### src/rtl/morra_match_scoreboard.sv
// Match-level scoreboard for the MorraCinese FSMD: counts games won, drawn games
// and rounds per game, and declares the match winner or a drawn match.
module morra_match_scoreboard #(
  parameter int WIN_TARGET = 3,
  parameter int MAX_GAMES  = 5,
  parameter int SW         = 3,
  parameter int RW         = 4
) (
  input  logic          clk,
  input  logic          rst_n,
  input  logic [1:0]    ROUND,
  input  logic [1:0]    GAME,
  input  logic          NEW_MATCH,
  output logic [SW-1:0] SCORE1,
  output logic [SW-1:0] SCORE2,
  output logic [SW-1:0] DRAWS,
  output logic [RW-1:0] ROUND_CNT,
  output logic [RW-1:0] LAST_LEN,
  output logic [1:0]    MATCH,
  output logic          MATCH_DONE
);

  typedef enum logic [1:0] {IDLE, PLAY, DONE} state_t;

  state_t          state, state_nx;
  logic [1:0]      game_prev;
  logic [SW-1:0]   s1_nx, s2_nx, dr_nx;
  logic [RW-1:0]   rc_nx, ll_nx, rc_inc;
  logic [1:0]      match_nx;
  logic            done_nx;
  logic            game_end;
  logic [SW+1:0]   games_total;

  function automatic logic [RW-1:0] sat_inc(input logic [RW-1:0] v, input logic inc);
    if (inc && (v != {RW{1'b1}})) return v + RW'(1);
    return v;
  endfunction

  // A GAME value held over several cycles is a single event: only the 00->nonzero edge counts.
  assign game_end = (GAME != 2'b00) && (game_prev == 2'b00);
  assign rc_inc   = sat_inc(ROUND_CNT, ROUND != 2'b00);

  always_ff @(posedge clk) begin
    if (!rst_n) begin
      state      <= IDLE;
      game_prev  <= 2'b00;
      SCORE1     <= '0;
      SCORE2     <= '0;
      DRAWS      <= '0;
      ROUND_CNT  <= '0;
      LAST_LEN   <= '0;
      MATCH      <= 2'b00;
      MATCH_DONE <= 1'b0;
    end else begin
      state      <= state_nx;
      game_prev  <= GAME;
      SCORE1     <= s1_nx;
      SCORE2     <= s2_nx;
      DRAWS      <= dr_nx;
      ROUND_CNT  <= rc_nx;
      LAST_LEN   <= ll_nx;
      MATCH      <= match_nx;
      MATCH_DONE <= done_nx;
    end
  end

  always_comb begin
    state_nx    = state;
    s1_nx       = SCORE1;
    s2_nx       = SCORE2;
    dr_nx       = DRAWS;
    rc_nx       = ROUND_CNT;
    ll_nx       = LAST_LEN;
    match_nx    = MATCH;
    done_nx     = 1'b0;
    games_total = '0;

    if (NEW_MATCH) begin
      // A restart wins over any same-cycle round/game result, which is dropped.
      state_nx = PLAY;
      s1_nx    = '0;
      s2_nx    = '0;
      dr_nx    = '0;
      rc_nx    = '0;
      ll_nx    = '0;
      match_nx = 2'b00;
    end else if (state == PLAY) begin
      if (game_end) begin
        ll_nx = rc_inc;
        rc_nx = '0;
        case (GAME)
          2'b01:   s1_nx = SCORE1 + SW'(1);
          2'b10:   s2_nx = SCORE2 + SW'(1);
          default: dr_nx = DRAWS + SW'(1);
        endcase
        games_total = {2'b00, s1_nx} + {2'b00, s2_nx} + {2'b00, dr_nx};
        if (s1_nx == SW'(WIN_TARGET))
          match_nx = 2'b01;
        else if (s2_nx == SW'(WIN_TARGET))
          match_nx = 2'b10;
        else if (games_total == (SW+2)'(MAX_GAMES))
          match_nx = 2'b11;
        if (match_nx != 2'b00) begin
          state_nx = DONE;
          done_nx  = 1'b1;
        end
      end else begin
        rc_nx = rc_inc;
      end
    end
  end

endmodule

### config.mk
export PLATFORM = sky130hd
export DESIGN_NAME = morra_match_scoreboard
export DESIGN_NICKNAME = d
export VERILOG_FILES = /design/src/rtl/morra_match_scoreboard.sv
export SDC_FILE = /design/constraint.sdc
export NUM_CORES = 1
export LEC_CHECK = 0
export CAP_MARGIN = 10
export CORE_UTILIZATION = 40
export DETAILED_ROUTE_END_ITERATION = 7
export PLACE_DENSITY = 0.61
export SLEW_MARGIN = 20
export SYNTH_ARGS = -nofsm -noshare
export SYNTH_HDL_FRONTEND = slang
export SYNTH_SLANG_ARGS = --single-unit
### constraint.sdc
create_clock -name clk -period 8.8 [get_ports clk]
set_input_delay 1.76 -clock clk [delete_from_list [all_inputs] [get_ports clk]]
set_output_delay 1.76 -clock clk [all_outputs]
set_load 0.02 [all_outputs]
==> results of run 1 <==
-- state kept, by name, indices dropped and copies added, names as in the netlist --
| register | count |
|---|---|
| LAST_LEN | 4 |
| ROUND_CNT | 4 |
| DRAWS | 3 |
| SCORE1 | 3 |
| SCORE2 | 3 |
| MATCH | 2 |
| game_prev | 2 |
| state | 2 |
| MATCH_DONE | 1 |
-- per-layer routing --
layer / up-vias / global-route usage (%)
met5: - / 0
met4: 0 / 5.84
met3: 4 / 2.77
met2: 19 / 28.6
met1: 552 / 26.4
li1: 628 / -
-- power by group --
group / total, mW / leakage, nW / internal (mW) / switching [mW]
Clock: 0.0839 / 0.0279 / 0.0461 / 0.0378
Sequential: 0.115 / 0.195 / 0.112 / 0.00339
Combinational: 0.0399 / 0.445 / 0.0168 / 0.0231
-- cells in the mapped netlist --
master / number
a21oi_1: 9
mux2i_1: 2
a31oi_1: 2
o32ai_1: 1
clkbuf_1: 3
a311oi_1: 1
o211ai_1: 1
xor2_1: 10
o21bai_1: 1
nand3_1: 1
nand2b_4: 1
or2_2: 1
or3_1: 3
a21o_1: 1
nor4_4: 1
and3b_1: 1
nand2_1: 17
a221oi_1: 1
or4_1: 1
ha_1: 11
and2_1: 2
xnor2_1: 4
buf_2: 1
a32oi_1: 1
nor3_1: 3
o21ai_0: 9
inv_1: 5
mux2_2: 1
nor3b_1: 1
a22oi_1: 1
fa_1: 2
a211oi_1: 3
nor4_1: 2
nor2b_1: 4
nor2_1: 23
o21a_1: 1
o31ai_1: 3
dfxtp_1: 24
nand2b_1: 2
nand4_1: 1
-- cell families after synthesis --
family / after synthesis / synth area share (%)
AOI/OAI and AO/OA: 35 / 15.8
xor gates and xnor gates: 14 / 8.82
adders and majority gates: 13 / 12.8
buffers and inverters: 9 / 2.52
DFF: 24 / 34.6
muxes: 3 / 2.25
and+or+nand+nor: 64 / 23.2
-- worst max path at each step --
stage	slack, ns	cells after the start	to	startpoint
after CTS	3.98	14	MATCH[1]	GAME[0]
after global routing	3.65	14	MATCH[1]	GAME[0]
after detailed placement	3.68	13	state[0]	GAME[0]
after global placement	3.75	13	state[0]	GAME[1]
final	3.96	14	MATCH[1]	GAME[0]
after floorplan	4.45	12	state[0]	GAME[0]
-- metrics by stage --
step / hold slack [ns] / area (µm²) / total power, mW
3_3_place_gp: 0.448 / 1690 / 0.156
2_1_floorplan: 0.439 / 1390 / 0.145
6_report: 0.484 / 1740 / 0.239
3_5_place_dp: 0.457 / 1690 / 0.157
5_1_grt: 0.521 / 1740 / 0.251
4_1_cts: 0.476 / 1740 / 0.240
-- worst reg2reg max path, cell delays in order (launching register included) --
cell      delay [ns]
dfxtp_1         0.49
ha_1            0.30
a21oi_1         0.33
xor2_1          0.21
ha_1            0.27
ha_1            0.24
fa_1            0.39
nor2b_1         0.12
a31oi_1         0.05
nor3_1          0.37
o21ai_0         0.16
a221oi_1        0.27
-- final cells by class --
type                    instances  area [µm²]  area share, %
clock buffers                   3        22.5           1.29
clock inverters                 1        30.0           1.72
inverters                       5        18.8           1.08
multi-input cells             129         875           50.1
flip-flops and latches         24         480           27.5
well taps                      46        57.6           3.30
repair buffers                 26         260           14.9
==> results.md, run 1 <==
- The path class of the lowest-slack min-delay path is flip-flop to flip-flop.
- The cell total after placement is 230.
- The endpoint identified for the worst register-to-register timing path is MATCH[1].
- The height of the chip is 61.0 µm.
- In this design, the critical path's most frequently occurring cell is ha_1.
- Walking the worst path, the cells encountered are clkdlybuf4s50_1, inv_1, ha_1, nor2b_1, a21oi_1, xor2_1, ha_1, ha_1, fa_1, nor2b_1, a31oi_1, nor3_1, o21ai_0, a221oi_1.
- In the routed design, unresolved DRC markers number 0.
- The number of pins exceeding their max-slew limit in the final report came to 0.
- The total leakage power is 0.668 nW.
- The worst vdd rail ir drop is 64.0 µV.
- Port buffering added 26 buffers.
- The number of buffers and inverters on the critical path is 2.
- The setup path with the least slack is of type input pin to flip-flop.
- For the worst setup path, the data arrival time is 5.08 ns.
- Leaving out fill and tap cells, the most frequent cells in the layout are clkdlybuf4s50_1 (26), dfxtp_1 (24), nor2_1 (23), nand2_1 (17), ha_1 (11).
- The hold-critical path endpoint is state[1].
- The first detailed-routing pass took 4 iterations.
- After legalization and detailed placement, the total HPWL measured 2260 µm.
- On the critical path the largest part of the delay comes from adder cells.
- In the final routing, the length of wire on met1 measures 1530 µm.
- Counting the buffers created by CTS gives 3.
- After routing, the total negative slack on setup checks comes to 0 ns.
- The share of the yosys chip area belonging to registers is 34.6%.
- The flip-flop and latch count after synthesis is 24.
- Once the floorplan was initialized, standard cells occupied 41.7% of the core.
- The quantity of gates resized following cts is 0.
- The worst hold path depth is 2.
- The mapped cell area is 0.00139 mm².
- Power spread over the standard cell area amounts to 137 mW/mm².
- The worst max-slew margin expressed relative to the limit is 41.4%.
- The library cell contributing the largest single delay on the critical path is clkdlybuf4s50_1.
- The element type at the critical path start is an input pin.
- The number of standard-cell rows in the floorplan is 21.
- The layout has 338 filler cells.
- After layout, the minimum clock period comes to 4.84 ns.
- The tool flagged a number of max-cap violations equal to 0.
- The final count of hold timing violations is 0.
- Across all register-to-register paths, the minimum setup slack is 5.51 ns.
- The maximum number of pins on one net before global-route repair is 23.
- The post-route clock skew is 0.00488 ns.
- The CTS tree is yes.
- The remaining global-route overflow is 0.
- The cell count of the worst reg-to-reg path is 11.
- The setup slack of the critical path after layout is 3.96 ns.
- The flow ran to the end, and the final reports show no timing, DRC or antenna violations.
- The number of nets in the layout is 209.
- Sorting the synthesized cells by area gives the leading types as dfxtp_1 (35%), ha_1 (9.9%), xor2_1 (6.3%), nor2_1 (6.2%), nand2_1 (4.6%).
- Before CTS, the worst setup slack after placement is 3.68 ns.
- The number of design-rule violations left by the first detailed-router iteration is 48.
- The clock-pin slew reported for the worst setup and hold paths after clock tree synthesis is 0.14 ns.
- The first global-routing pass estimated 5060 µm of wire.
- The tree built by TritonCTS fans out to 24 sinks.
- The die span in x is 61.0 µm.
- The number of vias per cell after detailed routing is 5.14.
- The required time at the endpoint of the critical path is 9.04 ns.
- The tree is rooted in a clkbuf_4.
- The via count of the first global-routing pass was 1093.
- 0 antenna diodes ended up in the layout.
- The number of antenna violations at the first check in global routing is 0.
- The highest metal layer carrying signal wires in the routed design is met4.
- The worst setup path is captured at a flip-flop.
- The number of distinct library cells after synthesis is 40.
- Once layout is complete, the cells apart from fillers number 234.
- The final critical path takes up 55.0% of the cycle.
- The final layout contains routed wiring with a total length of 3000 µm.
- Static timing analysis puts the maximum clock frequency at 0.206 GHz.
- The highest fanout seen on the critical path is 6.
- The detail route stage leaves a number of antenna-violating nets equal to 0.
- The wire length on met3 is 85 µm.
- 27 I/O pins were placed.
- Post-CTS timing repair inserted 0 buffers for setup.
- The synthesized area divided by synthesized cell count is 8.58 µm².
- The Yosys step of the flow raised 0 warnings.
- The startpoint identified for the worst hold timing path is state[1].
- In the detailed route, the total length drawn on met2 is 1370 µm.
- In this run the critical register-to-register path is launched from SCORE2[0].
- For the pin with the worst max-slew slack, the measured transition is 0.879 ns.
- The most common cell after layout, fill and taps aside is clkdlybuf4s50_1.
- In the final layout, the share of cells above drive strength 1 is 4.26%.
- The hold buffer count at cts is 0.
- Setup violations remaining at the end of the flow were counted as 0.
- The clock latency at the later pin of the worst-skew pair is 0.33 ns.
- CTS built an H-tree with a depth of 1.
- The core occupancy in the finished layout is 52.3%.
- The largest total area in the synthesized netlist belongs to dfxtp_1.
- In this run the deepest clock path goes through 2 buffers.
- The total global routing track utilization is 18.5%.
- Setup repair after global routing left no endpoint under its margin.
- The synthesized design devotes to its leading area cell type 34.6% of total area.
- The core outline area is 0.00334 mm².
- The routed layout has 1203 vias.
- The largest single stage delay on the critical path is 0.44 ns.
- The average wire per standard cell is 12.8 µm.
- The die covers 0.00371 mm².
- The congestion estimate from routability-driven global placement came to 0.803.
- The layout overhead on the synthesized area is 25.5%.
- The number of standard cells after synthesis is 162.
- The number of nets handed over by synthesis was 182.
Note: power is estimated with default switching activity, not from simulation.
==> run 2: changes to the inputs <==
- clock period: 8.8 -> 4.67 ns (I/O delays scaled with it)
==> run 2 against run 1 <==
  * Via count is 1.1% higher
  * Design area up 0.43%
  * Core utilization grew 0.22 points
  * Non-clock buffer count is 1 higher
  * Clock power increased by 81%
  * Critical endpoint is now state[0]
  * Flip-flop and latch count stayed put
  * Sequential share of layout area is 0.12 points lower
  * Clock skew barely moved
  * Worst setup slack got worse by 3.3 ns
  * Combinational power rose by 89%
  * Critical path type unchanged
  * Critical path depth fell by 1
==> results.md, run 2 (synthesized netlist as in run 1, its figures left out) <==
- The total iterations of the first detailed-routing run is 4 (unchanged).
- The detailed router used layers up to and including met4.
- The total leakage power is 0.672 nW (+0.63%).
- The worst setup path is captured at a flip-flop.
- The total met2 wirelength after detailed routing came to 1400 µm (+2.3%).
- The height of the chip is 61.0 µm (unchanged).
- The highest fanout seen on the critical path was 5 (-1).
- The worst vdd rail ir drop is 129 µV (+100%).
- The number of nets in the layout is 210 (+0.48%).
- The remaining antenna violation count after routing is 0 (unchanged).
- The hold buffer count at cts was 0 (unchanged).
- The setup TNS after final layout is 0 ns (unchanged).
- The average wire per standard cell is 12.4 µm (-3.2%).
- The cell count of the worst reg-to-reg path is 11 (unchanged).
- STA classifies the critical path startpoint as an input pin.
- The first-pass GRT wire length is 4760 µm (-6.0%).
- The sum of net half-perimeters after detailed placement is 2260 µm (+0.13%).
- In the final layout, the registers with the most flip-flops are LAST_LEN: 4 flops, ROUND_CNT: 4 flops.
- The hold-critical path endpoint is state[1].
- The clock tree buffer depth is 2 (unchanged).
- The actual slew at the worst max-slew pin is 0.854 ns (-0.0249 ns).
- The number of fill cells is 326 (-3.6%).
- The final count of hold timing violations was 0 (unchanged).
- The count of H-tree levels built during CTS is 1 (unchanged).
- The flow ran to the end, and the final reports show no timing, DRC or antenna violations.
- The number of max-cap violations is 0 (unchanged).
- The routability congestion estimate is 0.810 (+0.83%).
- Tracing the worst setup path back leads to its startpoint at GAME[1].
- The cell total after placement is 231 (+0.43%).
- The final instance count without filler cells is 235 (+0.43%).
- The count of clock tree sinks came to 24 (unchanged).
- The final critical delay including setup and external delays is 3.99 ns.
- The quantity of gates resized following cts is 0 (unchanged).
- The via count of the routed design came to 1216 (+1.1%).
- The slowest stage of the critical path belongs to the cell clkdlybuf4s50_1.
- In this run the critical register-to-register path is captured at state[0].
- The number of vias per cell after detailed routing came to 5.17 (+0.65%).
- The ratio of cells with drive above 1 in the final layout was 4.76% (+0.51 points).
- The clock latency at the later pin of the worst-skew pair came to 0.32 ns (about the same).
- Clock tree synthesis selected as its root buffer the cell clkbuf_4.
- The sum of routed wire segments on met1 was 1380 µm (-9.5%).
- The path class of the lowest-slack min-delay path is flip-flop to flip-flop.
- The core outline area is 0.00334 mm² (unchanged).
- The number of antenna violations at the first check in global routing was 0 (unchanged).
- Setup repair after global routing left no endpoint under its margin.
- The multi-input gate area in the final layout is 875 µm² (unchanged).
- The core occupancy in the finished layout was 52.5% (+0.22 points).
- The startpoint identified for the worst register-to-register timing path is SCORE2[0].
- The most common cell after layout, fill and taps aside is clkdlybuf4s50_1.
- The worst max-slew margin expressed relative to the limit is 43.1% (+1.7 points).
- The power density relative to cell area is 254 mW/mm² (+85%).
- The slack of the worst reg-to-reg path is 1.50 ns (-4.01 ns).
- In the layout the commonest cells are clkdlybuf4s50_1 (26), dfxtp_1 (24), nor2_1 (23), nand2_1 (17), ha_1 (11).
- The worst hold path depth came to 2 (unchanged).
- The number of pins exceeding their max-slew limit in the final report is 0 (unchanged).
- The wire length after detailed routing is 2920 µm (-2.8%).
- Compared with the post-synthesis result, the final layout area differs by 26.0%.
- The number of remaining DRC errors is 0 (unchanged).
- The count of buffers added by post-CTS timing repair for setup is 0 (unchanged).
- The CTS buffer count was 3 (unchanged).
- The diode insertion count for antenna repair is 0 (unchanged).
- The wire length on met3 is 106 µm (+25%).
- The maximum clock frequency is 0.251 GHz.
- The remaining global-route overflow is 0 (unchanged).
- The number of setup violations in the final report is 0 (unchanged).
- The data arrival time of the critical path came to 4.21 ns (-0.87 ns).
- The required time at the endpoint of the critical path is 4.89 ns (-4.15 ns).
- The number of standard-cell rows in the floorplan is 21 (unchanged).
- The via count of the first global-routing pass is 1063 (-2.7%).
- The die span in x is 61.0 µm (unchanged).
- The maximum number of pins on one net before global-route repair is 23 (unchanged).
- The CTS tree is yes.
- The worst hold path begins at state[1].
- The total global routing track utilization is 17.3% (-1.2 points).
- The initial core utilization was 41.7% (unchanged).
- The number of primary I/O pins is 27 (unchanged).
- The post-route clock skew is 0.00459 ns (-0.000298 ns).
- The share of the clock period used by the worst path after layout is 85.4%.
- Walking the worst path, the cells encountered are clkdlybuf4s50_1, inv_1, ha_1, mux2i_1, xor2_1, ha_1, ha_1, fa_1, nor2b_1, a31oi_1, nor3_1, nor4_1, or2_2.
- The number of buffers added on ports is 26 (unchanged).
- The clock-pin slew reported for the worst setup and hold paths after clock tree synthesis was 0.13 ns (about the same).
- The number of design-rule violations left by the first detailed-router iteration is 36 (-25%).
- The combined flip-flop and latch cell area is 480 µm² (unchanged).
- The dominant cell type by count on the critical path is ha_1.
- The area of the die came to 0.00371 mm² (unchanged).
- The largest stage delay on the critical path is 0.50 ns (+0.06 ns).
- The category of the most critical setup path is input pin to flip-flop.
[run 2: cell count changes in the layout (fill, tap and decap cells not counted)]
cell	previous run	this run
buf_4	0	1
[run 2: stage by stage]
step                      hold slack (ns)  worst slack (ns)  instance area [µm²]  total power, mW
after floorplan                     0.439              1.15                 1390            0.272
after global placement              0.448             0.469                 1700            0.295
after detailed placement            0.456             0.313                 1700            0.297
after CTS                           0.475             0.644                 1750            0.447
after global routing                0.507             0.409                 1750            0.467
final                               0.476             0.680                 1750            0.444
[run 2: routing by layer]
layer,vias up,GRT usage [%]
met5,-,0
met4,0,5.19
met1,554,22.8
li1,622,-
met2,35,28.7
met3,5,2.99
[run 2: how the worst max path moves through the flow]
| stage | slack [ns] | to |
|---|---|---|
| 6_report | 0.68 | state[0] |
| 5_1_grt | 0.41 | MATCH[1] |
| 4_1_cts | 0.64 | MATCH[1] |
| 3_5_place_dp | 0.31 | state[0] |
| 3_3_place_gp | 0.47 | state[0] |
| 2_1_floorplan | 1.15 | state[0] |
[run 2: cell type report]
class / instances / area share [%]
inverter: 5 / 1.07
timing repair buffer: 27 / 15.3
tap: 46 / 3.29
clock inverter: 1 / 1.71
sequential: 24 / 27.4
multi-input combinational: 129 / 49.9
clock buffer: 3 / 1.29
[run 2: where the power goes]
| group | switching, mW | internal (mW) | total (mW) |
|---|---|---|---|
| Sequential | 0.00620 | 0.210 | 0.217 |
| Clock | 0.0653 | 0.0868 | 0.152 |
| Combinational | 0.0433 | 0.0321 | 0.0753 |
| Total | 0.115 | 0.329 | 0.444 |
[run 2: critical path, delay by kind of cell]
kind            cells  cell delay [ns]
fa+ha+maj           4             1.24
simple gates        4             0.89
buf+inv             2             0.57
mux                 1             0.31
xor+xnor            1             0.20
compound gates      1             0.05
==> run 3: changes to the inputs <==
- CORE_UTILIZATION: 40 -> 45
- PLACE_DENSITY: 0.61 -> 0.68
==> run 3 against run 2 <==
  * The run now ends with design-rule violations left
  * Design area down 1.1%
  * Core utilization up 8.3 points
  * Flip-flop and latch count is the same
  * Worst setup slack got worse by 0.080 ns
  * Largest power group unchanged
  * Clock skew shrank 0.0017 ns
  * Clock-buffer cell count stayed put
  * Hold slack better by 0.025 ns
  * Maximum frequency fell by 2.0%
  * Sequential share of layout area grew 0.30 points
  * Combinational power rose by 1%
  * Highest routed layer unchanged
  * Global-route usage is 3.1 points higher
  * Clock power about the same
==> results.md, run 3 (synthesized netlist as in run 1, its figures left out) <==
- The run finished, with violations left.
- The checks that failed: design-rule violations.
- The path with the worst hold slack has its endpoint at MATCH[1].
- The total iterations of the first detailed-routing run is 6 (+2).
- The maximum number of pins on one net before global-route repair came to 23 (unchanged).
- The cell area after layout is 0.00173 mm² (-1.1%).
- The maximum clock frequency is 0.246 GHz (-2.0%).
- The number of primary I/O pins is 27 (unchanged).
- The cell total after placement is 216 (-6.5%).
- The slack of the worst reg-to-reg path was 1.45 ns (-0.05 ns).
- The post-route clock skew came to 0.00291 ns (-0.00167 ns).
- The largest registers in the layout are LAST_LEN: 4 flops, ROUND_CNT: 4 flops.
- The required time at the endpoint of the critical path is 4.90 ns (about the same).
- The element type at the critical path start is an input pin.
- The count of H-tree levels built during CTS is 1 (unchanged).
- The area of the die was 0.00332 mm² (-11%).
- Setup repair after global routing left no endpoint under its margin.
- The first-pass GRT wire length is 5290 µm (+11%).
- The remaining antenna violation count after routing is 0 (unchanged).
- The setup TNS after final layout is 0 ns (unchanged).
- The wire length on met3 is 73 µm (-31%).
- The number of design-rule violations left by the first detailed-router iteration is 43 (+19%).
- The worst register-to-register path begins at SCORE2[0].
- The count of buffers added by post-CTS timing repair for setup was 0 (unchanged).
- The number of nets in the layout is 210 (unchanged).
- The number of fill cells is 258 (-21%).
- The sum of routed wire segments on met1 is 1520 µm (+10%).
- The root buffer cell is clkbuf_4.
- In this run the top signal layer used is met4.
- The count of clock tree sinks is 24 (unchanged).
- The clock-pin slew reported for the worst setup and hold paths after clock tree synthesis is 0.14 ns (about the same).
- The final instance count without filler cells is 220 (-6.4%).
- The CTS buffer count was 3 (unchanged).
- The clock latency at the later pin of the worst-skew pair was 0.32 ns (about the same).
- The clock tree buffer depth is 2 (unchanged).
- The number of buffers added on ports is 26 (unchanged).
- The final critical delay including setup and external delays is 4.07 ns (+0.0801 ns).
- The cell count of the worst reg-to-reg path is 11 (unchanged).
- The diode insertion count for antenna repair came to 0 (unchanged).
- The pre-CTS setup slack is 0.287 ns (-0.0259 ns).
- The actual slew at the worst max-slew pin is 0.883 ns (+0.0287 ns).
- The category of the most critical setup path is input pin to flip-flop.
- The share of the clock period used by the worst path after layout was 87.2% (+1.7 points).
- The cell area reported after detailed placement was 0.00168 mm² (-1.1%).
- The setup slack of the critical path after layout is 0.599 ns (-0.0801 ns).
- The number of remaining DRC errors is 2 (+2).
- The average wire per standard cell came to 13.9 µm (+12%).
- The power density relative to cell area is 258 mW/mm² (+1.6%).
- Leaving out fill and tap cells, the most frequent cells in the layout are clkdlybuf4s50_1 (26), dfxtp_1 (24), nor2_1 (23), nand2_1 (17), ha_1 (11).
- The final count of hold timing violations was 0 (unchanged).
- The core outline area is 0.00285 mm² (-15%).
- The number of max-cap violations was 0 (unchanged).
- The die span in x is 57.6 µm (-5.5%).
- The kind of capture point of the worst setup path is a flip-flop.
- The sum of net half-perimeters after detailed placement is 2220 µm (-1.7%).
- The worst max-slew margin expressed relative to the limit came to 41.1% (-1.9 points).
- The via count of the routed design was 1230 (+1.2%).
- The number of setup violations in the final report is 0 (unchanged).
- The ratio of cells with drive above 1 in the final layout came to 4.76% (unchanged).
- The startpoint identified for the worst hold timing path is MATCH[1].
- The total leakage power came to 0.672 nW (unchanged).
- The number of antenna violations at the first check in global routing is 0 (unchanged).
- The number of pins exceeding their max-slew limit in the final report is 0 (unchanged).
- The hold buffer count at cts is 0 (unchanged).
- The quantity of gates resized following cts came to 0 (unchanged).
- The most common cell after layout, fill and taps aside is clkdlybuf4s50_1.
- The worst vdd rail ir drop was 166 µV (+28%).
- TritonCTS built the clock tree.
- The path class of the lowest-slack min-delay path is flip-flop to flip-flop.
- The end of the worst register-to-register path is MATCH[1].
- The total met2 wirelength after detailed routing was 1430 µm (+2.5%).
- The data arrival time of the critical path is 4.30 ns (+0.09 ns).
- The number of vias per cell after detailed routing is 5.59 (+8.0%).
- The number of standard-cell rows in the floorplan was 19 (-9.5%).
- The wire length after detailed routing is 3060 µm (+4.8%).
- The worst hold path depth is 2 (unchanged).
- The highest fanout seen on the critical path is 5 (unchanged).
- The total global routing track utilization is 20.3% (+3.1 points).
- The height of the chip is 57.6 µm (-5.5%).
- The routability congestion estimate was 0.874 (+8.0%).
- The initial core utilization is 48.7% (+7.1 points).
- The layout overhead on the synthesized area is 24.7%.
- The via count of the first global-routing pass is 1187 (+12%).
- The remaining global-route overflow is 0 (unchanged).
run 3: cell counts in the layout (fill, tap and decap cells not counted):
No cell type changed its count.
run 3: power breakdown:
part           switching [mW]  internal (mW)  leakage [nW]
Sequential            0.00642          0.210         0.195
Combinational          0.0439         0.0323         0.449
Clock                  0.0667         0.0868        0.0279
Total                   0.117          0.330         0.672
run 3: stage by stage:
| step | power [mW] | utilization, % | hold slack (ns) |
|---|---|---|---|
| 2_1_floorplan | 0.272 | - | 0.439 |
| 3_3_place_gp | 0.295 | 58.9 | 0.471 |
| 3_5_place_dp | 0.297 | 58.9 | 0.476 |
| 4_1_cts | 0.450 | 60.7 | 0.498 |
| 5_1_grt | 0.465 | 60.7 | 0.522 |
| 6_report | 0.447 | 60.7 | 0.501 |
run 3: worst max-delay path by stage:
stage,from,to,slack [ns],cells past startpoint
finish,GAME[1],MATCH[1],0.60,13
detailed placement,GAME[1],state[0],0.29,13
CTS,GAME[1],MATCH[1],0.63,13
global route,GAME[1],MATCH[1],0.42,13
global placement,GAME[1],state[0],0.47,13
floorplan,GAME[0],state[0],1.15,12
run 3: routing by layer:
layer	vias up	global-route usage [%]
met5	-	0
met1	584	27.8
met2	21	34.2
met3	4	2.27
li1	621	-
met4	0	5.23
run 3: worst max-delay path: stages:
cell             delay [ns]
clkdlybuf4s50_1        0.51
inv_1                  0.07
ha_1                   0.37
mux2i_1                0.34
xor2_1                 0.22
ha_1                   0.27
ha_1                   0.23
fa_1                   0.40
nor2b_1                0.13
a31oi_1                0.05
nor3_1                 0.37
o21ai_0                0.16
a221oi_1               0.26
run 3: layout make-up:
type | instances | area, µm² | share of cell area, %
multi-input cells | 129 | 875 | 50.5
clock inverters | 1 | 30.0 | 1.73
well taps | 31 | 38.8 | 2.24
flip-flops and latches | 24 | 480 | 27.7
clock buffers | 3 | 22.5 | 1.30
inverters | 5 | 18.8 | 1.08
repair buffers | 27 | 268 | 15.5
